<file path="config.mk">
export PLATFORM = sky130hd
export DESIGN_NAME = meas_code_lock
export DESIGN_NICKNAME = d
export VERILOG_FILES = /design/src/rtl/meas_code_lock_pkg.sv /design/src/rtl/meas_code_lock_cmp.sv /design/src/rtl/meas_code_lock.sv
export SDC_FILE = /design/constraint.sdc
export NUM_CORES = 1
export LEC_CHECK = 0
export BUFFER_PORTS_ARGS = -buffer_cell sky130_fd_sc_hd__clkbuf_2
export CAP_MARGIN = 20
export CORE_ASPECT_RATIO = 1.25
export CORE_UTILIZATION = 50
export CTS_CLUSTER_SIZE = 30
export DETAILED_ROUTE_END_ITERATION = 10
export HOLD_SLACK_MARGIN = 0.02
export PLACE_DENSITY = 0.74
export SYNTH_ARGS = -nofsm -noshare
export SYNTH_HDL_FRONTEND = slang
export SYNTH_SLANG_ARGS = --single-unit
export TNS_END_PERCENT = 30
</file>
<file path="constraint.sdc">
create_clock -name CLK -period 2.08 [get_ports CLK]
set_input_delay 0.208 -clock CLK [delete_from_list [all_inputs] [get_ports CLK]]
set_output_delay 0.208 -clock CLK [all_outputs]
set_load 0.01 [all_outputs]
</file>
<file path="src/rtl/meas_code_lock_pkg.sv">
// Shared types for the measurement-gated code lock: FSM states and compare codes.
package meas_code_lock_pkg;

    typedef enum logic [1:0] {
        ST_ENTRY   = 2'd0,
        ST_OPEN    = 2'd1,
        ST_LOCKOUT = 2'd2
    } state_e;

    typedef enum logic [1:0] {
        CMP_EQ = 2'b00,
        CMP_GT = 2'b01,
        CMP_LT = 2'b10
    } cmp_e;

    function automatic int max_int(input int a, input int b);
        return (a > b) ? a : b;
    endfunction

endpackage

</file>
<file path="src/rtl/meas_code_lock_cmp.sv">
// Registered unsigned MEAS/REF comparator; the result gates code entry one cycle later.
module meas_cmp
    import meas_code_lock_pkg::*;
#(
    parameter int W = 4
) (
    input  logic         CLK,
    input  logic         RST,
    input  logic [W-1:0] MEAS,
    input  logic [W-1:0] REF,
    output logic [1:0]   COMP
);

    cmp_e comp_q, comp_d;

    // Classify MEAS against REF for the next register load.
    always_comb begin
        // NOTE: assign a default before any branch so no path leaves comp_d unassigned (no latch).
        comp_d = CMP_EQ;
        if (MEAS > REF)
            comp_d = CMP_GT;
        else if (MEAS < REF)
            comp_d = CMP_LT;
    end

    // Compare register with synchronous reset to "equal".
    always_ff @(posedge CLK) begin
        // NOTE: state registers use non-blocking assignment so every flop samples pre-edge values.
        if (RST)
            comp_q <= CMP_EQ;
        else
            comp_q <= comp_d;
    end

    assign COMP = comp_q;

endmodule

</file>
<file path="src/rtl/meas_code_lock.sv">
// Code lock: digits are accepted only while MEAS==REF; a full correct code opens the
// lock for a timed window (during which the secret may be reprogrammed), repeated
// failures trigger a timed lockout.
module meas_code_lock
    import meas_code_lock_pkg::*;
#(
    parameter int                    W           = 4,
    parameter int                    N_DIGITS    = 2,
    parameter logic [N_DIGITS*W-1:0] SECRET_INIT = 8'h1F,
    parameter int                    MAX_TRIES   = 3,
    parameter int                    OPEN_CYCLES = 8,
    parameter int                    LOCK_CYCLES = 16
) (
    input  logic                           CLK,
    input  logic                           RST,
    input  logic [W-1:0]                   MEAS,
    input  logic [W-1:0]                   REF,
    input  logic [W-1:0]                   DIG,
    input  logic                           DIG_VLD,
    input  logic                           PROG,
    output logic [1:0]                     COMP,
    output logic                           CORR,
    output logic                           ERR,
    output logic                           OPEN,
    output logic                           LOCKED,
    output logic [$clog2(MAX_TRIES+1)-1:0] TRIES
);

    localparam int SW  = N_DIGITS * W;
    localparam int IW  = (N_DIGITS > 1) ? $clog2(N_DIGITS) : 1;
    localparam int TRW = $clog2(MAX_TRIES + 1);
    localparam int TW  = $clog2(max_int(OPEN_CYCLES, LOCK_CYCLES) + 1);

    state_e           state_q, state_d;
    logic [IW-1:0]    idx_q, idx_d;
    logic             mis_q, mis_d;
    logic [SW-1:0]    secret_q, secret_d;
    logic [SW-1:0]    stage_q, stage_d;
    logic [IW-1:0]    pcnt_q, pcnt_d;
    logic [TW-1:0]    timer_q, timer_d;
    logic [TRW-1:0]   tries_q, tries_d;
    logic             corr_q, corr_d;
    logic             err_q, err_d;
    logic [W-1:0]     exp_dig;
    logic             mis_now;

    meas_cmp #(.W(W)) u_cmp (
        .CLK  (CLK),
        .RST  (RST),
        .MEAS (MEAS),
        .REF  (REF),
        .COMP (COMP)
    );

    // Select the secret digit expected at the current entry index (first digit = MSBs).
    always_comb begin
        exp_dig = '0;
        for (int i = 0; i < N_DIGITS; i++)
            if (idx_q == IW'(i))
                exp_dig = secret_q[(N_DIGITS-1-i)*W +: W];
    end

    // Next-state and datapath decisions for ENTRY / OPEN / LOCKOUT.
    always_comb begin
        state_d  = state_q;
        idx_d    = idx_q;
        mis_d    = mis_q;
        secret_d = secret_q;
        stage_d  = stage_q;
        pcnt_d   = pcnt_q;
        timer_d  = timer_q;
        tries_d  = tries_q;
        corr_d   = 1'b0;
        err_d    = 1'b0;
        mis_now  = mis_q | (DIG != exp_dig);

        unique case (state_q)
            ST_ENTRY: begin
                if (DIG_VLD && COMP == CMP_EQ) begin
                    if (idx_q == IW'(N_DIGITS - 1)) begin
                        idx_d = '0;
                        mis_d = 1'b0;
                        if (mis_now) begin
                            err_d   = 1'b1;
                            tries_d = tries_q + TRW'(1);
                            if (tries_d == TRW'(MAX_TRIES)) begin
                                state_d = ST_LOCKOUT;
                                timer_d = TW'(LOCK_CYCLES);
                            end
                        end else begin
                            corr_d  = 1'b1;
                            tries_d = '0;
                            state_d = ST_OPEN;
                            timer_d = TW'(OPEN_CYCLES);
                            stage_d = '0;
                            pcnt_d  = '0;
                        end
                    end else begin
                        idx_d = idx_q + IW'(1);
                        mis_d = mis_now;
                    end
                end
            end

            ST_OPEN: begin
                if (timer_q != '0)
                    timer_d = timer_q - TW'(1);
                if (DIG_VLD && PROG && pcnt_q == IW'(N_DIGITS - 1)) begin
                    // Final programming digit: commit the whole secret at once, close early.
                    secret_d = (stage_q << W) | SW'(DIG);
                    stage_d  = '0;
                    pcnt_d   = '0;
                    timer_d  = '0;
                    state_d  = ST_ENTRY;
                end else if (timer_q <= TW'(1)) begin
                    // Window expired: any partial programming is discarded.
                    stage_d = '0;
                    pcnt_d  = '0;
                    timer_d = '0;
                    state_d = ST_ENTRY;
                end else if (DIG_VLD && PROG) begin
                    stage_d = (stage_q << W) | SW'(DIG);
                    pcnt_d  = pcnt_q + IW'(1);
                end
            end

            ST_LOCKOUT: begin
                if (timer_q <= TW'(1)) begin
                    timer_d = '0;
                    tries_d = '0;
                    state_d = ST_ENTRY;
                end else begin
                    timer_d = timer_q - TW'(1);
                end
            end

            default: state_d = ST_ENTRY;
        endcase
    end

    // Lock state, counters, secret and staging registers with synchronous reset.
    always_ff @(posedge CLK) begin
        if (RST) begin
            state_q  <= ST_ENTRY;
            idx_q    <= '0;
            mis_q    <= 1'b0;
            // NOTE: the secret is a plain register, not a memory, so it must be reset to restore SECRET_INIT.
            secret_q <= SECRET_INIT;
            stage_q  <= '0;
            pcnt_q   <= '0;
            timer_q  <= '0;
            tries_q  <= '0;
            corr_q   <= 1'b0;
            err_q    <= 1'b0;
        end else begin
            state_q  <= state_d;
            idx_q    <= idx_d;
            mis_q    <= mis_d;
            secret_q <= secret_d;
            stage_q  <= stage_d;
            pcnt_q   <= pcnt_d;
            timer_q  <= timer_d;
            tries_q  <= tries_d;
            corr_q   <= corr_d;
            err_q    <= err_d;
        end
    end

    assign CORR   = corr_q;
    assign ERR    = err_q;
    assign OPEN   = (state_q == ST_OPEN);
    assign LOCKED = (state_q == ST_LOCKOUT);
    assign TRIES  = tries_q;

endmodule

</file>
### Yosys cells after proc, flatten, opt, wreduce, memory -nomap -nowiden

Cells that the tools add are included.

* bits of input ports: 16
* logic and storage cells: 94
* flip-flop bits (word level): 28

* add/sub/neg operators: 4
* order comparisons: 3
* bitwise operators: 5
* equality and inequality tests: 11
* mux-type cells: 42
* reductions and logical operators: 17

Operator list (number)
* $mux 5: 8
* $mux 4: 7
* $mux 2: 11
* $pmux 5 s3: 1
* $mux 1: 11
* $reduce_and 5->1: 2
* $ne 4x1->1 const B: 2
* $or 8x4->8: 1
* $pmux 4 s2: 1
* $ne 2x2->1 const B: 3
* $pmux 2 s3: 1
* $le 5x1->1 const B: 1
* $reduce_bool 5->1: 1
* $sub 5x1->5 const B: 1
* $eq 2x2->1 const B: 2
* $gt 4x4->1: 1
* $logic_not 2->1: 2
* $lt 4x4->1: 1
* $ne 4x4->1: 1
* $pmux 2 s2: 1
* $reduce_and 2->1: 2
* $reduce_and 4->1: 1
* $reduce_bool 2->1: 2
* $reduce_or 4->1: 1
* 12 further kinds: 17

### Depth between registers and ports, before layout

Gate-level depths: netlist of run 1.

* depth in word-level cells: 7
* mapped depth: 8
* gate-level depth less buffers: 7

### Modules after synthesis

A second synthesis of run 1 with hierarchy kept.

* cells, all modules: 198
* area total of the unflattened synthesis: 1685.4 µm²

By module, submodules not included
* meas_code_lock: sequential area each 520.5 µm², cells each 182, instances 1, area each 1530.2 µm²
* meas_cmp: sequential area each 40.0 µm², cells each 16, instances 1, area each 155.1 µm²

### Worst setup path before layout of run 1

Ideal clock, no wire load.

* path kind: reg-to-reg
* start: register idx_q
* end: register stage_q[0]
* arrival time: 1875 ps
* path buffers: 2
* setup slack: 87 ps
* clock period less this slack: 1993 ps
* cell stages (with the launch flop): 8
* cells stage by stage: dfxtp_1 buf_6 mux2i_1 xnor2_1 or4_4 a211o_1 buf_6 mux2i_1

* cells in the longest elaborated chain, start to end: 5
* elaborated cells on any way between the ends: 6
* classes of those cells: eq/ne (3); mux (1); bitwise (1); reduce/logical (1)

RTL lines
* start, declared: line meas_code_lock.sv:35 `logic [IW-1:0] idx_q, idx_d;`
* start signal, assigned: line meas_code_lock.sv:157 `idx_q <= idx_d;`
* $mux 4: line meas_code_lock.sv:59 `if (idx_q == IW'(i))`
* $ne 4x4->1: line meas_code_lock.sv:75 `mis_now = mis_q | (DIG != exp_dig);`
* $or 1x1->1: line meas_code_lock.sv:75
* $ne 2x2->1 (no line)
* $reduce_and 5->1 (no line) *
* end signal, assigned: line meas_code_lock.sv:160 `stage_q <= stage_d;`
* end, declared: line meas_code_lock.sv:38 `logic [SW-1:0] stage_q, stage_d;`

Mark *: on every way between the ends. The rest lies on a longest branch, timed or not.
A chain may end at the register's enable or synchronous reset.

### Final worst setup path of run 1

* start: register idx_q
* end: register state_q[0]

* cells in the longest elaborated chain, start to end: 7
* elaborated cells on any way between the ends: 10
* classes of those cells: eq/ne (3); mux (5); bitwise (1); reduce/logical (1)

RTL lines
* $mux 4: line meas_code_lock.sv:59
* $ne 4x4->1: line meas_code_lock.sv:75
* $or 1x1->1: line meas_code_lock.sv:75
* $mux 2: line meas_code_lock.sv:83 `if (mis_now) begin`
* $mux 2: line meas_code_lock.sv:80 `if (idx_q == IW'(N_DIGITS - 1)) begin`
* $mux 2: line meas_code_lock.sv:79 `if (DIG_VLD && COMP == CMP_EQ) begin`
* $pmux 2 s3: line meas_code_lock.sv:77 `unique case (state_q)`
* end signal, assigned: line meas_code_lock.sv:156 `state_q <= state_d;`
* end, declared: line meas_code_lock.sv:34 `state_e state_q, state_d;`

Several ways; a longest one is shown, not always the timed one. The select of a mux whose other input is x is not followed.

==> parameters.txt, run 1 <==
Parameter                              Value

Synthesis
  Gate count of the mapped netlist    187
  Number of register bits inferred by synthesis    28
  Post-synthesis area per instance    8.55 µm²
  Register area share after synthesis    35.1%
  Syn Nets    approximately 220
  Warnings from Yosys    0
  Leading area contributor after synthesis    sky130_fd_sc_hd__dfxtp_1
  Count of unique library cells instantiated by Yosys    38
  Post-synthesis cell area    1600 µm²
  Cell types occupying the most area after synthesis    sky130_fd_sc_hd__dfxtp_1, sky130_fd_sc_hd__ha_1, sky130_fd_sc_hd__mux2i_1, sky130_fd_sc_hd__nand2_1, sky130_fd_sc_hd__a21oi_1
  Fraction of post-synthesis cell area in the top cell type by area    35.1%

Floorplanning
  Core Rows    22
  Die H    65.2 µm
  Total Die Area    about 3400 µm²
  Count of boundary I/O pins    24
  Horiz. Die Dim    52.6 µm
  Core Region    around 3000 µm²
  Initial standard-cell utilization of the core    53.3%

CTS
  Post-CTS clock slew at the launch and capture registers of the worst setup and hold paths    between 0.15 and 0.2 ns
  Number of buffers inserted for hold repair after clock tree synthesis    0
  Clk buf depth    2
  Clock latency of the later-clocked register in the worst-skew pair    0.33 ns
  Number of H-tree branching levels    1
  Sinks on the clock net    28
  TritonCTS clock tree    built
  Clock tree root driver cell    sky130_fd_sc_hd__clkbuf_4
  Number of buffers inserted during clock tree synthesis    3
  Post-CTS Setup Bufs    0

Routing
  Mean routed wirelength per cell    about 15 µm
  Routed length on met2    1800 µm
  Met1 wire length    approximately 1600 µm
  Detail Route Antenna Nets    0
  Drt drc    0
  Total length of routed met3 wires    202 µm
  Initial DRC count    62
  Vias/cell    approximately 5.8
  Top routing layer in use    met4
  Detailed-route wire length    3670 µm
  Number of optimization iterations in the first detailed-route pass    4
  Vias after detailed routing    1,461

STA
  Worst slew margin relative to its limit    61.0%
  Slew @ Worst Pin    0.585 ns
  Layout Skew    0.00844 ns
  Number of hold violations in the final report    0
  RSZ-0062 raised after global routing    yes
  Final setup vio count    0
  Clock period minus final worst setup slack    2.04 ns
  Period utilization    a little over nine tenths
  Fmax    0.491 GHz
  Final Max Tran Viols    0

Pwr
  Cell-internal power    829 µW
  Leakage Power    0.000776 µW
  Power per unit of standard cell area    585 nW/µm²
  Share of power burned in registers    51.2%
  Comb pwr share    15.9%
  Sw frac    around 25%
  Net switching power    269 µW
  Max rail drop VDD    approximately 0.00038 V
  Part of the power in the clock network    32.9%

Place
  Total placed cells including tap cells    249
  Total of buffers placed on input and output ports    23
  Gp weighted congestion    between 0.9 and 1
  Cell Area, Placed    1790 µm²
  DP Wirelength    2780 µm

Global route
  Number of global-route vias before repair    1,381
  Initial antenna violation count    0
  Combined global-route utilization of all metal layers    a little under a quarter
  Pin count of the biggest net entering global routing    32
  Residual overflow from global routing    0
  Wire length of the first global-routing pass    6030 µm

Finish
  Fin cells    253
  Post-synthesis to final-layout area growth    17.4%
  FILL cells    between 200 and 300
  Final #Nets    246
  Flip-flop and latch area    564 µm²
  Post-route cell area    1880 µm²
  Diodes inserted    0
  Area of the multi-input gates    983 µm²
  Fraction of layout cells with a size suffix above 1    a little over a fifth

Worst hold path
  Worst Hold Class    in2reg
  Min-delay src    DIG[1]

Critical path
  Setup crit end kind    flop
  Max FO, Critical Path    5
  Worst R2R Path Depth    6
  Worst reg-to-reg setup slack    0.04 ns
  Launch point of the worst reg-to-reg path    idx_q$_SDFFE_PP0P_
  Type of the worst setup path    reg2reg
  Worst Path Required    2.34 ns
  Capture point of the worst path    state_q[0]$_SDFFE_PP0P_
  End of the worst register-to-register path    state_q[0]$_SDFFE_PP0P_
  Worst Setup Start Kind    flop
  Origin of the worst setup path    idx_q$_SDFFE_PP0P_
  Arrival time of the worst setup path    2.30 ns

Job
  Max_cap viols    0

Status
  Result of the run    completed
-- layout make-up --
class,instances,share of cell area [%]
tap,36,2.40
timing repair buffer,33,10.1
clock buffer,3,1.20
inverter,11,2.20
sequential,28,30.1
clock inverter,1,1.60
multi-input combinational,141,52.4
-- timing repair --
item                                    4_1_cts  5_1_grt
resized for setup                             1        7
pin swaps                                     0        1
endpoints found under the setup margin        3        3
-- layout by cell type, fill, tap and decap left out, types with 2 or more instances in the layout --
| cell | instances |
|---|---|
| sky130_fd_sc_hd__nand2b_1 | 8 |
| sky130_fd_sc_hd__a21oi_1 | 11 |
| sky130_fd_sc_hd__ha_1 | 12 |
| sky130_fd_sc_hd__inv_1 | 11 |
| sky130_fd_sc_hd__nand3_1 | 2 |
| sky130_fd_sc_hd__nor3_1 | 5 |
| sky130_fd_sc_hd__nor2_1 | 10 |
| sky130_fd_sc_hd__mux2i_2 | 3 |
| sky130_fd_sc_hd__buf_4 | 10 |
| sky130_fd_sc_hd__nand3b_1 | 6 |
| sky130_fd_sc_hd__dfxtp_1 | 27 |
| sky130_fd_sc_hd__nand4_1 | 3 |
| sky130_fd_sc_hd__nor4_1 | 3 |
| sky130_fd_sc_hd__clkbuf_2 | 23 |
| sky130_fd_sc_hd__o21ai_0 | 6 |
| sky130_fd_sc_hd__a22oi_1 | 3 |
| sky130_fd_sc_hd__mux2i_1 | 8 |
| sky130_fd_sc_hd__a311oi_1 | 2 |
| sky130_fd_sc_hd__xor2_1 | 2 |
| sky130_fd_sc_hd__nand2_1 | 27 |
| sky130_fd_sc_hd__or4_1 | 3 |
| sky130_fd_sc_hd__clkbuf_4 | 3 |
| sky130_fd_sc_hd__nor2b_1 | 4 |
| sky130_fd_sc_hd__xnor2_1 | 4 |
| sky130_fd_sc_hd__o31ai_1 | 2 |
-- logic make-up (layout without fill, tap and decap cells) --
kind of cell               count (synthesis)  in the layout  share of synthesized area (%)
DFF                                       28             28                           35.1
xor gates and xnor gates                   6              6                           3.29
muxes                                     11             11                           6.89
adders and majority gates                 12             12                           9.39
buffers and inverters                     18             48                           5.16
AOI/OAI and AO/OA                         35             35                           15.2
and+or+nand+nor                           77             77                           25.0
-- worst min-delay path by stage --
| stage | end | cells after the start |
|---|---|---|
| finish | stage_q[1]$_SDFFE_PP0P_ | 3 |
| global route | stage_q[1]$_SDFFE_PP0P_ | 3 |
| CTS | stage_q[1]$_SDFFE_PP0P_ | 3 |
| detailed placement | secret_q[7]$_SDFFE_PP0P_ | 2 |
| global placement | secret_q[7]$_SDFFE_PP0P_ | 2 |
| floorplan | secret_q[0]$_SDFFE_PP1P_ | 2 |
-- flip-flops by register name, indices dropped and copies added (netlist names) --
| name | flops |
|---|---|
| CORR | 1 |
| timer_q | 5 |
| stage_q | 4 |
| mis_q | 1 |
| secret_q | 8 |
| TRIES | 2 |
| u_cmp.COMP | 2 |
| pcnt_q | 1 |
| ERR | 1 |
| state_q | 2 |
| idx_q | 1 |
-- cell usage after synthesis --
library cell and number:
sky130_fd_sc_hd__a41o_1 1, sky130_fd_sc_hd__o21ba_2 1, sky130_fd_sc_hd__xnor2_1 4, sky130_fd_sc_hd__a311oi_1 2, sky130_fd_sc_hd__dfxtp_1 28, sky130_fd_sc_hd__buf_6 2, sky130_fd_sc_hd__and2_1 1, sky130_fd_sc_hd__or4_4 1
sky130_fd_sc_hd__o31ai_1 2, sky130_fd_sc_hd__nor4b_1 1, sky130_fd_sc_hd__ha_1 12, sky130_fd_sc_hd__o41a_1 1, sky130_fd_sc_hd__or4_1 3, sky130_fd_sc_hd__nand2_1 27, sky130_fd_sc_hd__nand4b_1 1, sky130_fd_sc_hd__nor4_1 3
sky130_fd_sc_hd__nand3b_1 6, sky130_fd_sc_hd__o31a_1 1, sky130_fd_sc_hd__o22ai_1 1, sky130_fd_sc_hd__a21oi_1 12, sky130_fd_sc_hd__xor2_1 2, sky130_fd_sc_hd__o21ai_0 6, sky130_fd_sc_hd__o32ai_1 1, sky130_fd_sc_hd__o41ai_2 1
sky130_fd_sc_hd__or3_1 1, sky130_fd_sc_hd__a211o_1 1, sky130_fd_sc_hd__nand2b_1 8, sky130_fd_sc_hd__nand4_1 3, sky130_fd_sc_hd__o2bb2ai_1 1, sky130_fd_sc_hd__a22oi_1 3, sky130_fd_sc_hd__nor3_1 6, sky130_fd_sc_hd__clkbuf_1 5
sky130_fd_sc_hd__nand3_1 2, sky130_fd_sc_hd__nor2_1 10, sky130_fd_sc_hd__inv_1 11, sky130_fd_sc_hd__mux2i_1 11, sky130_fd_sc_hd__nor2b_1 4, sky130_fd_sc_hd__a41oi_1 1
-- metal layers --
metal / global-route usage (%) / up-vias
met3: 2.78 / 4
li1: - / 724
met4: 7.89 / 0
met2: 38.1 / 56
met5: 0 / -
met1: 31.0 / 677
-- worst max-delay path, stage by stage (launching register included) --
cell and delay (ns):
sky130_fd_sc_hd__dfxtp_4 0.43, sky130_fd_sc_hd__mux2i_2 0.24, sky130_fd_sc_hd__xnor2_1 0.11, sky130_fd_sc_hd__or4_4 0.55
sky130_fd_sc_hd__buf_4 0.17, sky130_fd_sc_hd__or3_1 0.36, sky130_fd_sc_hd__a21oi_2 0.12
-- through the flow --
| stage | util [%] | hold WS (ns) | worst slack, ns | TNS [ns] | total power (µW) |
|---|---|---|---|---|---|
| finish | 62.6 | 0.127 | 0.0418 | 0 | 1100 |
| global route | 62.6 | 0.125 | -0.0433 | -0.0751 | 1140 |
| CTS | 61.6 | 0.119 | 0.0319 | 0 | 1100 |
| detailed placement | 59.8 | 0.457 | 0.00761 | 0 | 739 |
| global placement | 59.8 | 0.449 | 0.0984 | 0 | 733 |
| floorplan | - | 0.332 | 0.0869 | 0 | 673 |
-- power groups by stage --
stage,combinational (µW),clock [µW],sequential (µW)
CTS,169,366,561
global route,193,384,564
detailed placement,168,0,571
global placement,162,0,570
floorplan,104,0,568
finish,175,361,562
Power figures use the tool's default switching activity.
==> run 2, diff against run 1 <==
Settings changed: CORE_MARGIN set to 3, CTS_CLUSTER_SIZE 30 to 40.
==> parameters.txt, run 2 (same netlist as run 1, synthesis figures left out) <==
Parameter                              Value

Pwr
  Cell-internal power    740 µW (-11%)
  Sw frac    25.7% (+1.2 points)
  Power per unit of standard cell area    538 nW/µm² (-8.1%)
  Share of power burned in registers    56.2% (+5.0 points)
  Leakage Power    0.000773 µW (-0.34%)
  Comb pwr share    17.4% (+1.5 points)
  Overall Power    996 µW (-9.3%)
  Part of the power in the clock network    26.4% (-6.5 points)
  Max rail drop VDD    0.000424 V (+13%)
  Net switching power    256 µW (-4.8%)

Worst hold path
  Min-delay src    DIG[1]
  Worst Hold Class    in2reg
  End point of the most critical hold path    stage_q[1]$_SDFFE_PP0P_
  Worst hold stages    3 (unchanged)

CTS
  TritonCTS clock tree    built
  Number of buffers inserted during clock tree synthesis    3 (unchanged)
  Sinks on the clock net    28 (unchanged)
  Clk buf depth    2 (unchanged)
  Number of H-tree branching levels    1 (unchanged)
  Clock tree root driver cell    sky130_fd_sc_hd__clkbuf_4
  Post-CTS clock slew at the launch and capture registers of the worst setup and hold paths    0.15 ns (about the same)
  Number of buffers inserted for hold repair after clock tree synthesis    0 (unchanged)
  Post-CTS Setup Bufs    0 (unchanged)
  Clock latency of the later-clocked register in the worst-skew pair    0.32 ns (about the same)

Global route
  Combined global-route utilization of all metal layers    20.0% (-3.2 points)
  Wire length of the first global-routing pass    6500 µm (+7.8%)
  Number of global-route vias before repair    1,542 (+12%)
  Initial antenna violation count    0 (unchanged)
  Pin count of the biggest net entering global routing    22 (-31%)
  Residual overflow from global routing    0 (unchanged)

Routing
  Number of optimization iterations in the first detailed-route pass    4 (unchanged)
  Mean routed wirelength per cell    14.4 µm (-0.91%)
  Detail Route Antenna Nets    0 (unchanged)
  Initial DRC count    59 (-4.8%)
  Drt drc    0 (unchanged)
  Vias/cell    5.72 (-0.87%)
  Detailed-route wire length    3650 µm (-0.52%)
  Vias after detailed routing    1,454 (-0.48%)

STA
  Period utilization    94.2% (-3.8 points)
  Final setup vio count    0 (unchanged)
  Number of hold violations in the final report    0 (unchanged)
  Aggregate negative setup slack    0 ns (unchanged)
  Slew @ Worst Pin    0.545 ns (-0.0401 ns)
  Layout Skew    0.00191 ns (-0.00654 ns)
  Final Max Tran Viols    0 (unchanged)
  Fmax    0.510 GHz (+4.0%)
  Clock period minus final worst setup slack    1.96 ns (-0.0781 ns)
  RSZ-0062 raised after global routing    yes
  PnR worst setup slack    0.120 ns (+0.0781 ns)
  Worst slew margin relative to its limit    63.5% (+2.5 points)

Critical path
  Worst R2R Path Depth    6 (unchanged)
  Worst reg-to-reg setup slack    0.12 ns (+0.08 ns)
  Type of the worst setup path    reg2reg
  Max FO, Critical Path    5 (unchanged)
  End of the worst register-to-register path    state_q[0]$_SDFFE_PP0P_
  Launch point of the worst reg-to-reg path    idx_q$_SDFFE_PP0P_
  Worst Path Required    2.35 ns (about the same)
  Setup crit end kind    flop
  Worst Setup Start Kind    flop
  Arrival time of the worst setup path    2.23 ns (-0.07 ns)

Finish
  Fraction of layout cells with a size suffix above 1    21.1% (-0.56 points)
  Number of flip-flops in the largest register    8 (unchanged)
  Largest register by flop count    secret_q
  Commonest cells after routing, fill and taps aside    sky130_fd_sc_hd__dfxtp_1, sky130_fd_sc_hd__nand2_1, sky130_fd_sc_hd__clkbuf_2, sky130_fd_sc_hd__a21oi_1, sky130_fd_sc_hd__ha_1
  Post-synthesis to final-layout area growth    15.9%
  Diodes inserted    0 (unchanged)
  Registers with the most flip-flops    secret_q x8, timer_q x5, stage_q x4
  Final #Nets    247 (+0.41%)

Floorplanning
  Horiz. Die Dim    56.6 µm (+7.6%)
  Total Die Area    3920 µm² (+14%)
  Initial standard-cell utilization of the core    53.3% (unchanged)
  Die H    69.2 µm (+6.1%)
  Core Rows    22 (unchanged)
  Count of boundary I/O pins    24 (unchanged)
  Core Region    3000 µm² (unchanged)

Status
  Result of the run    completed

Place
  Total of buffers placed on input and output ports    23 (unchanged)
  DP Wirelength    2860 µm (+2.8%)
  Gp weighted congestion    0.916 (+1.1%)
  Worst setup timing slack at the placement stage    0.0130 ns (+0.00537 ns)

Job
  Max_cap viols    0 (unchanged)
run 2: changes by cell type in the layout (fill, tap and decap cells not counted), sizes merged:
| cell | before | now |
|---|---|---|
| buf | 10 | 11 |
| bufinv | 1 | 0 |
| clkbuf | 26 | 27 |
run 2: worst max path at each step:
stage                                       start                      end  slack (ns)
after global placement         idx_q$_SDFFE_PP0P_  stage_q[3]$_SDFFE_PP0P_         0.1
after global routing           idx_q$_SDFFE_PP0P_    TRIES[0]$_SDFFE_PP0P_       -0.01
after CTS                 timer_q[1]$_SDFFE_PP0P_  stage_q[2]$_SDFFE_PP0P_        0.05
after floorplan                idx_q$_SDFFE_PP0P_  stage_q[0]$_SDFFE_PP0P_        0.09
after detailed placement       idx_q$_SDFFE_PP0P_  stage_q[2]$_SDFFE_PP0P_        0.01
final                          idx_q$_SDFFE_PP0P_  state_q[0]$_SDFFE_PP0P_        0.12
run 2: critical path: stages (launching register included):
cell	delay (ns)
sky130_fd_sc_hd__dfxtp_4	0.41
sky130_fd_sc_hd__mux2i_2	0.23
sky130_fd_sc_hd__mux2i_1	0.12
sky130_fd_sc_hd__or4_4	0.53
sky130_fd_sc_hd__buf_4	0.16
sky130_fd_sc_hd__or3_1	0.34
sky130_fd_sc_hd__a21oi_1	0.12
run 2: repair_timing:
action                     4_1_cts  5_1_grt
setup endpoints to repair        2       10
hold endpoints to repair         0        0
pin swaps                        0        0
resized for setup                1        5
run 2: layer usage:
metal	GRT usage [%]	share of wire (%)
met2	32.8	50
met4	8.71	1.1
met5	0	0
met1	26.1	44
met3	2.42	5.4
run 2: power by group through the flow:
stage | Clock, µW | Combinational, µW | Sequential (µW)
floorplan | 0 | 104 | 568
global placement | 0 | 164 | 570
detailed placement | 0 | 169 | 571
CTS | 276 | 170 | 560
global route | 296 | 191 | 563
finish | 263 | 173 | 560
run 2: layout make-up:
cell class              instances  area, µm²
well taps                      36       45.0
repair buffers                 34        198
multi-input cells             141        968
fillers                       269       1150
flip-flops and latches         28        564
inverters                      11       41.3
clock buffers                   4       36.3
run 2: stage by stage:
stage	std cells	area, µm²	util [%]	hold slack [ns]
final	254	1850	61.8	0.149
after global routing	254	1850	61.8	0.136
after CTS	254	1840	61.3	0.132
after detailed placement	250	1800	60.0	0.448
after global placement	250	1800	60.0	0.445
after floorplan	187	1600	-	0.332
==> run 3, diff against run 2 <==
Settings changed: SETUP_SLACK_MARGIN set to 0.5.
==> parameters.txt, run 3 (same netlist as run 1, synthesis figures left out) <==
Parameter                              Value

Status
  Result of the run    completed

STA
  Number of hold violations in the final report    0 (unchanged)
  Fmax    0.505 GHz (-1.1%)
  Worst slew margin relative to its limit    61.8% (-1.7 points)
  Aggregate negative setup slack    0 ns (unchanged)
  RSZ-0062 raised after global routing    yes
  Clock period minus final worst setup slack    1.98 ns (+0.0217 ns)
  Slew @ Worst Pin    0.572 ns (+0.0273 ns)
  Final Max Tran Viols    0 (unchanged)
  Layout Skew    0.00333 ns (+0.00142 ns)
  Final setup vio count    0 (unchanged)
  Final hold slack    0.150 ns (+0.00141 ns)
  Period utilization    95.3% (+1.0 points)

Worst hold path
  Min-delay src    DIG[0]
  Worst hold stages    3 (unchanged)
  Worst Hold Class    in2reg
  End point of the most critical hold path    stage_q[0]$_SDFFE_PP0P_

CTS
  TritonCTS clock tree    built
  Clock latency of the later-clocked register in the worst-skew pair    0.32 ns (about the same)
  Post-CTS clock slew at the launch and capture registers of the worst setup and hold paths    0.14 ns (about the same)
  Number of buffers inserted during clock tree synthesis    3 (unchanged)
  Number of H-tree branching levels    1 (unchanged)
  Sinks on the clock net    28 (unchanged)
  Clock tree root driver cell    sky130_fd_sc_hd__clkbuf_4
  Clk buf depth    2 (unchanged)

Place
  DP Wirelength    2670 µm (-6.4%)
  Cell Area, Placed    1790 µm² (-0.83%)
  Total placed cells including tap cells    247 (-1.2%)
  Total of buffers placed on input and output ports    23 (unchanged)
  Gp weighted congestion    0.889 (-3.0%)

Finish
  Fraction of layout cells with a size suffix above 1    24.1% (+3.0 points)
  FILL cells    248 (-7.8%)
  Post-route cell area    1880 µm² (+1.2%)
  Fin cells    252 (-0.79%)
  Number of flip-flops in the largest register    8 (unchanged)
  Largest register by flop count    secret_q
  Post-synthesis to final-layout area growth    17.3%
  Diodes inserted    0 (unchanged)
  Final #Nets    246 (-0.40%)
  Commonest cells after routing, fill and taps aside    sky130_fd_sc_hd__dfxtp_1, sky130_fd_sc_hd__nand2_1, sky130_fd_sc_hd__clkbuf_2, sky130_fd_sc_hd__ha_1, sky130_fd_sc_hd__inv_1
  Most common library cell in the layout ignoring fill and taps    sky130_fd_sc_hd__dfxtp_1
  Registers with the most flip-flops    secret_q x8, timer_q x5, stage_q x4

Global route
  Number of global-route vias before repair    1,400 (-9.2%)
  Combined global-route utilization of all metal layers    18.9% (-1.1 points)
  Pin count of the biggest net entering global routing    32 (+45%)
  Residual overflow from global routing    0 (unchanged)
  Wire length of the first global-routing pass    6070 µm (-6.6%)
  Initial antenna violation count    0 (unchanged)

Critical path
  Type of the worst setup path    reg2reg
  Launch point of the worst reg-to-reg path    idx_q$_SDFFE_PP0P_
  Crit path buffers/inverters    2 (+1)
  Max FO, Critical Path    5 (unchanged)
  Worst R2R Path Depth    7 (+1)
  Setup crit end kind    flop
  Worst reg-to-reg setup slack    0.1 ns (-0.02 ns)
  Arrival time of the worst setup path    2.24 ns (about the same)
  Worst Path Required    2.34 ns (about the same)
  Slowest-stage cell, CP    sky130_fd_sc_hd__or4_4
  Cell family with the largest share of critical-path delay    multiplexers
  Most frequent cell on the critical path    sky130_fd_sc_hd__buf_4
  End of the worst register-to-register path    TRIES[1]$_SDFFE_PP0P_
  Longest individual stage delay on the worst path    0.47 ns (-0.06 ns)
  Series of cell instances along the critical path    mux2i_2 > mux2i_1 > buf_4 > nor4_2 > buf_4 > or4_4 > a21oi_2
  Worst Setup Start Kind    flop

Routing
  Vias/cell    5.75 (+0.52%)
  Vias after detailed routing    1,450 (-0.28%)
  Drt drc    0 (unchanged)
  Initial DRC count    43 (-27%)
  Mean routed wirelength per cell    14.2 µm (-1.4%)
  Detailed-route wire length    3570 µm (-2.2%)
  Detail Route Antenna Nets    0 (unchanged)
  Number of optimization iterations in the first detailed-route pass    4 (unchanged)

Floorplanning
  Die H    69.2 µm (unchanged)
  Count of boundary I/O pins    24 (unchanged)
  Initial standard-cell utilization of the core    53.3% (unchanged)
  Horiz. Die Dim    56.6 µm (unchanged)
  Total Die Area    3920 µm² (unchanged)
  Core Region    3000 µm² (unchanged)
  Core Rows    22 (unchanged)

Pwr
  Max rail drop VDD    0.000427 V (+0.66%)
  Power per unit of standard cell area    515 nW/µm² (-4.3%)
  Leakage Power    0.000772 µW (about the same)

Job
  Max_cap viols    0 (unchanged)
## run 3: through the flow
step                      util [%]  power (µW)  setup slack (ns)
final                         62.5         965            0.0982
after global routing          62.5        1020           0.00215
after CTS                     61.2         962             0.102
after detailed placement      59.5         732            0.0563
after global placement        59.5         725             0.170
after floorplan                  -         674             0.131
## run 3: final cells by class
class                      count  area [µm²]  share of cell area [%]
inverter                      11        41.3                    2.20
timing repair buffer          33         194                    10.3
clock buffer                   3        22.5                    1.20
multi-input combinational    141        1010                    53.8
tap                           36        45.0                    2.40
sequential                    28         564                    30.1
## run 3: power by group
group          total [µW]  switching, µW  internal (µW)
combinational         183           93.8           89.5
clock                 221            153           67.9
sequential            561           13.0            548
## run 3: per-layer routing
metal,vias up,GRT usage [%],part of all wire [%]
li1,723,-,-
met1,681,24.6,45
met2,42,31.7,49
met3,4,2.79,5.3
met4,0,5.80,0.81
met5,-,0,0
## run 3: worst max-delay path by stage
stage	from	to	cells after the start
after detailed placement	idx_q$_SDFFE_PP0P_	stage_q[3]$_SDFFE_PP0P_	5
final	idx_q$_SDFFE_PP0P_	TRIES[1]$_SDFFE_PP0P_	7
after floorplan	idx_q$_SDFFE_PP0P_	stage_q[0]$_SDFFE_PP0P_	7
after CTS	idx_q$_SDFFE_PP0P_	stage_q[3]$_SDFFE_PP0P_	5
after global placement	idx_q$_SDFFE_PP0P_	stage_q[0]$_SDFFE_PP0P_	5
after global routing	idx_q$_SDFFE_PP0P_	TRIES[1]$_SDFFE_PP0P_	7
## run 3: what timing repair did
action | in CTS | in global routing
hold endpoints to repair | 0 | 0
buffers inserted | 1 | 1
pin swaps | 1 | 6
gates resized for setup | 4 | 9
setup endpoints to repair | 20 | 26
hold buffers | 0 | 0
gates cloned | 0 | 0
## run 3: worst reg2reg max path, delay by kind of cell, from the launching register on
| family | cells | cell delay (ns) |
|---|---|---|
| multiplexers | 2 | 0.53 |
| AND/OR/NAND/NOR | 2 | 0.52 |
| flip-flops | 1 | 0.42 |
| buffers and inverters | 2 | 0.34 |
| AO/OA/AOI/OAI | 1 | 0.12 |
